$ cat src/rtl/data_bus_adapter.sv
// Memory-stage load/store responder: turns byte/half/word requests into word-aligned
// external bus transactions and returns shifted, extended load data.
module data_bus_adapter (
    input  logic        clk,
    input  logic        rst_n,
    input  logic [31:0] mem_address,
    input  logic [31:0] mem_store_data,
    input  logic [1:0]  mem_size,
    input  logic        mem_signed,
    input  logic        mem_load,
    input  logic        mem_store,
    output logic [31:0] mem_load_data,
    output logic        mem_busy,
    input  logic        stall,
    output logic [31:0] ext_address,
    output logic [31:0] ext_write_data,
    output logic [3:0]  ext_write_strobe,
    output logic        ext_read,
    output logic        ext_write,
    input  logic        ext_ready,
    input  logic [31:0] ext_read_data,
    input  logic        ext_read_valid
);

    typedef enum logic [1:0] {
        IDLE     = 2'd0,
        REQUEST  = 2'd1,
        RESPONSE = 2'd2,
        DONE     = 2'd3
    } state_t;

    state_t      state_r;
    state_t      state_next_s;
    logic        is_load_r;
    logic [1:0]  size_r;
    logic        signed_r;
    logic [1:0]  offset_r;
    logic        accept_s;
    logic        capture_s;
    logic        dir_load_next_s;

    function automatic logic [3:0] strobe_f(input logic [1:0] size, input logic [1:0] off);
        case (size)
            2'd0:    strobe_f = 4'b0001 << off;
            2'd1:    strobe_f = 4'b0011 << {off[1], 1'b0};
            default: strobe_f = 4'b1111;
        endcase
    endfunction

    function automatic logic [31:0] wdata_f(input logic [1:0] size, input logic [31:0] d);
        case (size)
            2'd0:    wdata_f = {4{d[7:0]}};
            2'd1:    wdata_f = {2{d[15:0]}};
            default: wdata_f = d;
        endcase
    endfunction

    // Halves ignore addr[0]; only byte accesses select an odd lane.
    function automatic logic [31:0] extend_f(input logic [31:0] raw, input logic [1:0] size,
                                             input logic sgn, input logic [1:0] off);
        logic [1:0]  lane;
        logic [31:0] sh;
        lane = (size == 2'd1) ? {off[1], 1'b0} : off;
        sh   = raw >> {lane, 3'b000};
        case (size)
            2'd0:    extend_f = {{24{sgn & sh[7]}}, sh[7:0]};
            2'd1:    extend_f = {{16{sgn & sh[15]}}, sh[15:0]};
            default: extend_f = raw;
        endcase
    endfunction

    // Next-state logic plus request-accept and load-data-capture strobes.
    always_comb begin
        state_next_s = state_r;
        accept_s     = 1'b0;
        capture_s    = 1'b0;
        case (state_r)
            IDLE: begin
                if (mem_load || mem_store) begin
                    accept_s     = 1'b1;
                    state_next_s = REQUEST;
                end else begin
                    state_next_s = IDLE;
                end
            end
            REQUEST: begin
                if (!ext_ready) begin
                    state_next_s = REQUEST;
                end else if (!is_load_r) begin
                    state_next_s = DONE;
                end else if (ext_read_valid) begin
                    capture_s    = 1'b1;
                    state_next_s = DONE;
                end else begin
                    state_next_s = RESPONSE;
                end
            end
            RESPONSE: begin
                if (ext_read_valid) begin
                    capture_s    = 1'b1;
                    state_next_s = DONE;
                end else begin
                    state_next_s = RESPONSE;
                end
            end
            DONE: begin
                // Holding here while stalled keeps a still-asserted request from reissuing.
                if (!stall) begin
                    state_next_s = IDLE;
                end else begin
                    state_next_s = DONE;
                end
            end
            default: state_next_s = IDLE;
        endcase
    end

    // Direction the bus strobes will carry next cycle.
    always_comb begin
        if (accept_s) begin
            dir_load_next_s = mem_load;
        end else begin
            dir_load_next_s = is_load_r;
        end
    end

    // Stall request to the hazard unit; independent of the stall input.
    always_comb begin
        mem_busy = 1'b0;
        case (state_r)
            IDLE:     mem_busy = mem_load | mem_store;
            REQUEST:  mem_busy = 1'b1;
            RESPONSE: mem_busy = 1'b1;
            DONE:     mem_busy = 1'b0;
            default:  mem_busy = 1'b0;
        endcase
    end

    // State, latched request fields, registered bus outputs and load result.
    always_ff @(posedge clk) begin
        if (!rst_n) begin
            state_r          <= IDLE;
            is_load_r        <= 1'b0;
            size_r           <= 2'd0;
            signed_r         <= 1'b0;
            offset_r         <= 2'd0;
            ext_address      <= 32'd0;
            ext_write_data   <= 32'd0;
            ext_write_strobe <= 4'd0;
            ext_read         <= 1'b0;
            ext_write        <= 1'b0;
            mem_load_data    <= 32'd0;
        end else begin
            state_r   <= state_next_s;
            ext_read  <= (state_next_s == REQUEST) && dir_load_next_s;
            ext_write <= (state_next_s == REQUEST) && !dir_load_next_s;
            if (accept_s) begin
                is_load_r        <= mem_load;
                size_r           <= mem_size;
                signed_r         <= mem_signed;
                offset_r         <= mem_address[1:0];
                ext_address      <= {mem_address[31:2], 2'b00};
                ext_write_data   <= wdata_f(mem_size, mem_store_data);
                ext_write_strobe <= strobe_f(mem_size, mem_address[1:0]);
            end
            if (capture_s) begin
                mem_load_data <= extend_f(ext_read_data, size_r, signed_r, offset_r);
            end
        end
    end

endmodule

$ cat config.mk
export PLATFORM = sky130hd
export DESIGN_NAME = data_bus_adapter
export DESIGN_NICKNAME = d
export VERILOG_FILES = /design/src/rtl/data_bus_adapter.sv
export SDC_FILE = /design/constraint.sdc
export NUM_CORES = 1
export LEC_CHECK = 0
export CAP_MARGIN = 20
export CELL_PAD_IN_SITES_DETAIL_PLACEMENT = 0
export CELL_PAD_IN_SITES_GLOBAL_PLACEMENT = 1
export CORE_UTILIZATION = 31
export DETAILED_ROUTE_END_ITERATION = 6
export GPL_ROUTABILITY_DRIVEN = 0
export HOLD_SLACK_MARGIN = 0.08
export PLACE_DENSITY_LB_ADDON = 0.1
export RECOVER_POWER = 25
export SLEW_MARGIN = 20
export SYNTH_ARGS = -nofsm -noshare
export SYNTH_HDL_FRONTEND = slang
export SYNTH_SLANG_ARGS = --single-unit
$ cat constraint.sdc
create_clock -name clk -period 2.2 [get_ports clk]
set_clock_uncertainty 0.05 [all_clocks]
set_input_delay 0.33 -clock clk [delete_from_list [all_inputs] [get_ports clk]]
set_output_delay 0.33 -clock clk [all_outputs]
set_load 0.05 [all_outputs]
Word-level counts from Yosys, hierarchy flattened
Index checks and enable logic that the tools add are counted.
{ "word_totals": {"wordCells": 49, "reg_bits": 108} }
{ "classes": {"eq_ne": 6, "shifts": 3, "n_reduce_logical": 8, "mux": 18, "bitwise_logic": 3} }
{ "ops": {"columns": ["cell", "count"], "rows": [
  ["$pmux 32 s2", 2],
  ["$shr 32x5->16", 1],
  ["$mux 1", 10],
  ["$eq 2x1->1 const B", 4],
  ["$pmux 2 s4", 1],
  ["$pmux 4 s2", 1],
  ["$logic_not 2->1", 3],
  ["$eq 2x2->1 const B", 2],
  ["$mux 2", 2],
  ["$shl 1x2->4 const A", 1],
  ["$shl 2x2->4 const A", 1],
  ["$pmux 1 s3", 1],
  ["$and 1x1->1", 2],
  ["$logic_and 1x1->1", 2],
  ["$pmux 1 s2", 1],
  ["$reduce_or 2->1", 1],
  ["$logic_not 1->1", 1],
  ["$logic_or 1x1->1", 1],
  ["$or 1x1->1", 1]
]} }

Logic depth before layout (Yosys ltp)
Gate-level depths: netlist of the first run.
{ "logic_depth": {"depth_word": 6, "ltp_mapped": 7, "depth_no_buf": 6} }

Worst setup path after synthesis of the first run
No wires, ideal clock.
{ "synth_path": {"path_type": "reg2out", "start": "register state_r[0]", "end": "output mem_busy", "path_stages_with_launch": 5, "arrival_time_ps": 1493, "path_slack_ps": 327, "required_time_ps": 1820, "cell_sequence": "dfxtp_1 > inv_1 > ha_1 > nor2_1 > a21oi_1"} }
{ "synth_between": {"elab_chain_cells": 3, "elab_cells_between_ends": 6, "classes_between": "eq/ne: 3; mux: 1; reduce/logical: 2"} }
{ "synth_rtl": {"columns": ["item", "line", "rtl"], "rows": [
  ["from (decl)", "32", "state_t state_r;"],
  ["from (signal assigned)", "154", "state_r <= state_next_s;"],
  ["$eq 2x2->1 / $eq 2x1->1 (equally long branches)", "130", "case (state_r)"],
  ["$reduce_or 2->1 (no source line)", null, null],
  ["$pmux 1 s3 *", "130", null],
  ["to (decl)", "13", "output logic mem_busy,"]
]} }
Every way passes the cells marked *; elsewhere a longest branch is shown, timed or not.

Final worst setup path of the first run
Same ends and word-level chain as after synthesis.

==> results.md, run 1 <==
- Wires add up to 16.0 mm.
- For this design the static power due to leakage is 0.00296 uW.
- The area of the mapped netlist is 4960 sq um.
- The count of distinct cell types in the synthesized netlist is 39.
- VDD sags by at most 0.000478 V.
- The sum of routed wire segments on met1 is 6.79 mm.
- The final hold violation count was 0.
- The number of fill cells in the layout is 1513.
- The die width is 129 um.
- Each instance of the synthesized netlist takes up on average 8.72 sq um.
- The critical path startpoint category is a register.
- Buffers placed on the I/O ports in this run total 206.
- The deepest level of the CTS H-tree is 3.
- For this run the aggregate overflow at the end of global routing stands at 0.
- The worst endpoint required time is 1.82 ns.
- The die covers 16500 sq um.
- TritonCTS built the clock tree.
- The detailed router finished its first iteration with 201 violations.
- The share of synthesized area in the top cell type comes to 0.436.
- The top layer reached by signal wires is met4.
- After synthesis, the cell types taking the most area are dfxtp_1 (44%), nand2_1 (12%), a21boi_0 (7.7%).
- In the post-route analysis, the smallest setup slack over all paths is 0.236 ns.
- The shortest period the worst path allows is 1.96 ns.
- The max-slew violation total from the final report is 0.
- The first-pass detailed-route iteration total is 5.
- The Yosys step of the flow raised 0 warnings.
- After the last flow step, the layout net total stands at 867.
- The area of combinational cells with multiple inputs is 2570 sq um.
- The repair_antennas step left the layout with diodes totalling 0.
- Once detailed placement completed, the half-perimeter wirelength came to 11.6 mm.
- The remaining max-slew budget at the tightest pin is 0.598.
- The flow ran to the end, and the final reports show no timing, DRC or antenna violations.
- Of the synthesized area, sequential elements account for 0.436.
- The largest net degree at the start of global routing is 62.
- Setup repair after global routing left no endpoint under its margin.
- In the final routed layout, each cell accounts on average for 16.5 um.
- Based on the critical path, the design can be clocked at up to 509 MHz.
- For this design, the sink count on the clock tree is 108.
- The worst min-delay path class is in -> reg.
- The post-CTS setup buffer count is 0.
- The floorplan has 45 rows.
- The number of placed instances, taps included, is 956.
- The post-detailed-route via-to-cell ratio is 4.92.
- Sorting the synthesized cells by how often they occur yields nand2_1 (153), dfxtp_1 (108), a21boi_0 (51), clkbuf_1 (36), o21ai_0 (32).
- Setup violations remaining at the end of the flow were counted as 0.
- The number of buffers inserted by hold repair at cts is 0.
- The worst setup slack for register-to-register paths is 0.34 ns.
- The number of antenna violations at the first check in global routing is 0.
- After clock tree synthesis, the clock-pin slew on the worst setup and hold paths is 0.07 ns.
- In this run the clock root is driven by a clkbuf_16.
- The TritonCTS buffer count is 9.
- The gate count of the mapped netlist is 569.
- Counting flops and latches in the post-synthesis netlist gives 108.
- The most common flop cell mapped by yosys is dfxtp_1.
- The setup TNS is 0 ns.
- For the pin with the worst max-slew slack, the measured transition is 0.596 ns.
- No sink is reached through more buffers than the 2 on the longest clock path.
- In this run the remaining antenna-violating nets after routing total 0.
- For the worst setup path, the data arrival time is 1.58 ns.
- The post-route clock period utilization is 0.893.
- In the detailed route, the total length drawn on met2 is 7.87 mm.
- The most frequent cell after synthesis is nand2_1.
- The fraction of final layout cells with drive strength greater than 1 is 0.0605.
- The tool flagged a number of max-cap violations equal to 0.
- dfxtp_1 takes more of the synthesized area than any other cell.
- Registers take 2160 sq um.
- The via count of the routed design is 4777.
- Clock latency on the worst-skew pair, taken at its later pin, is 0.34 ns.
- The power density relative to cell area is 732 nW/um^2.
- The overall track demand over capacity in global routing is 0.194.
- In this run the worst setup path begins at state_r[0].
- The first global-routing pass estimated 24.9 mm of wire.
- The area inside the core boundary is 15400 sq um.
- The post-synthesis async set-or-reset flop share is 0.
- Of all nets on the critical path, the largest fanout is 3.
- The worst register-to-register path ends at mem_load_data[7].
- In this run the critical register-to-register path is launched from state_r[0].
- The count of boundary I/O pins is 209.
- The area added between synthesis and finish is 51.9%.
- The destination of the critical timing path is mem_busy.
- The sort of element at the end of the critical path is an output port.
- Post-CTS repair changed the size of 0 cells.
- After detailed routing, the number of remaining DRC violations is 0.
- The via count of the first global-routing pass was 4592.
- In the detailed route, the total length drawn on met3 is 1.23 mm.
- Once layout is complete, the cells apart from fillers number 971.
- Before CTS, the worst setup slack after placement is 0.114 ns.
- The number of synthesized flops with an enable pin is 0.
- The chip height is 129 um.
- The critical path is of the reg -> out type.
- The count of cells along the worst register-to-register path is 6.
- For this configuration, the core starts out at a cell density of 0.322.
-- registers in the layout, indices dropped and copies added, names as in the netlist --
name,count
ext_write_strobe,4
size_r,2
ext_address,30
mem_load_data,32
ext_read,1
is_load_r,1
state_r,2
signed_r,1
ext_write_data,32
ext_write,1
offset_r,2
-- metrics by stage --
stage / util / cell area [sq um] / total power, uW / hold WS [ns]
2_1_floorplan: - / 4970 / 3320 / 0.423
3_3_place_gp: 0.472 / 7280 / 4020 / 0.398
3_5_place_dp: 0.472 / 7280 / 4040 / 0.408
4_1_cts: 0.490 / 7550 / 5610 / 0.382
5_1_grt: 0.489 / 7540 / 5800 / 0.412
6_report: 0.489 / 7540 / 5520 / 0.398
-- critical path, cell delays in order (launching register included) --
cell	delay, ns
dfxtp_1	0.37
inv_1	0.10
ha_1	0.32
nor2_1	0.05
a21oi_1	0.22
buf_12	0.18
-- area by class of cell --
| class | count | share of cell area |
|---|---|---|
| Tap cell | 211 | 0.0350 |
| Clock buffer | 14 | 0.0350 |
| Sequential cell | 108 | 0.287 |
| Clock inverter | 1 | 0.000996 |
| Inverter | 8 | 0.00398 |
| Timing Repair Buffer | 223 | 0.298 |
| Multi-Input combinational cell | 406 | 0.340 |
-- layer usage --
metal  GRT usage  up-vias
li1            -     2348
met1       0.239     2259
met2       0.328      162
met3      0.0649        8
met4      0.0443        0
met5           0        -
-- report_power, final --
| part | internal, uW | leakage [uW] | switching, uW |
|---|---|---|---|
| logic | 690 | 0.00195 | 1080 |
| clock network | 827 | 0.000129 | 712 |
| registers | 2120 | 0.000887 | 92.3 |
| total | 3630 | 0.00296 | 1880 |
-- layout by cell type, fill, tap and decap left out, drive strengths merged, types with 4 or more instances in the layout --
cell type,synthesis,final
clkdlybuf4s50,0,204
nand2,153,153
dfxtp,108,108
a21boi,51,51
o21ai,34,34
a21oi,29,29
mux2i,28,28
buf,12,19
o211ai,16,16
o211a,16,16
nand3,16,16
clkbuf,36,14
mux4,9,9
o22ai,8,8
a21o,8,8
mux2,7,7
inv,6,6
nor2,6,6
ha,5,5
a31oi,4,4
-- how the worst min path moves through the flow --
stage / startpoint / to / depth (start not counted)
6_report: rst_n / mem_load_data[23] / 3
5_1_grt: rst_n / mem_load_data[28] / 3
4_1_cts: rst_n / mem_load_data[23] / 3
3_5_place_dp: ext_address[5] / ext_address[5] / 2
3_3_place_gp: ext_address[18] / ext_address[18] / 2
2_1_floorplan: ext_read_data[30] / mem_load_data[30] / 2
-- kinds of logic after synthesis --
group,share of synthesized area
AOI/OAI and AO/OA,0.239
muxes,0.117
buffers and inverters,0.0486
other,0.000756
and+or+nand+nor,0.147
adders and majority gates,0.0126
DFF,0.436
Power figures use the tool's default switching activity.
==> inputs of run 2 (changes only) <==
HOLD_SLACK_MARGIN = 0.1   (was 0.08)
==> results of run 2 <==
Same layout as run 1: the final DEF is identical, and so are final timing and power.
==> inputs of run 3 (changes only) <==
SLEW_MARGIN = 25   (was 20)
==> results of run 3 <==
Same layout as run 1: the final DEF is identical, and so are final timing and power.
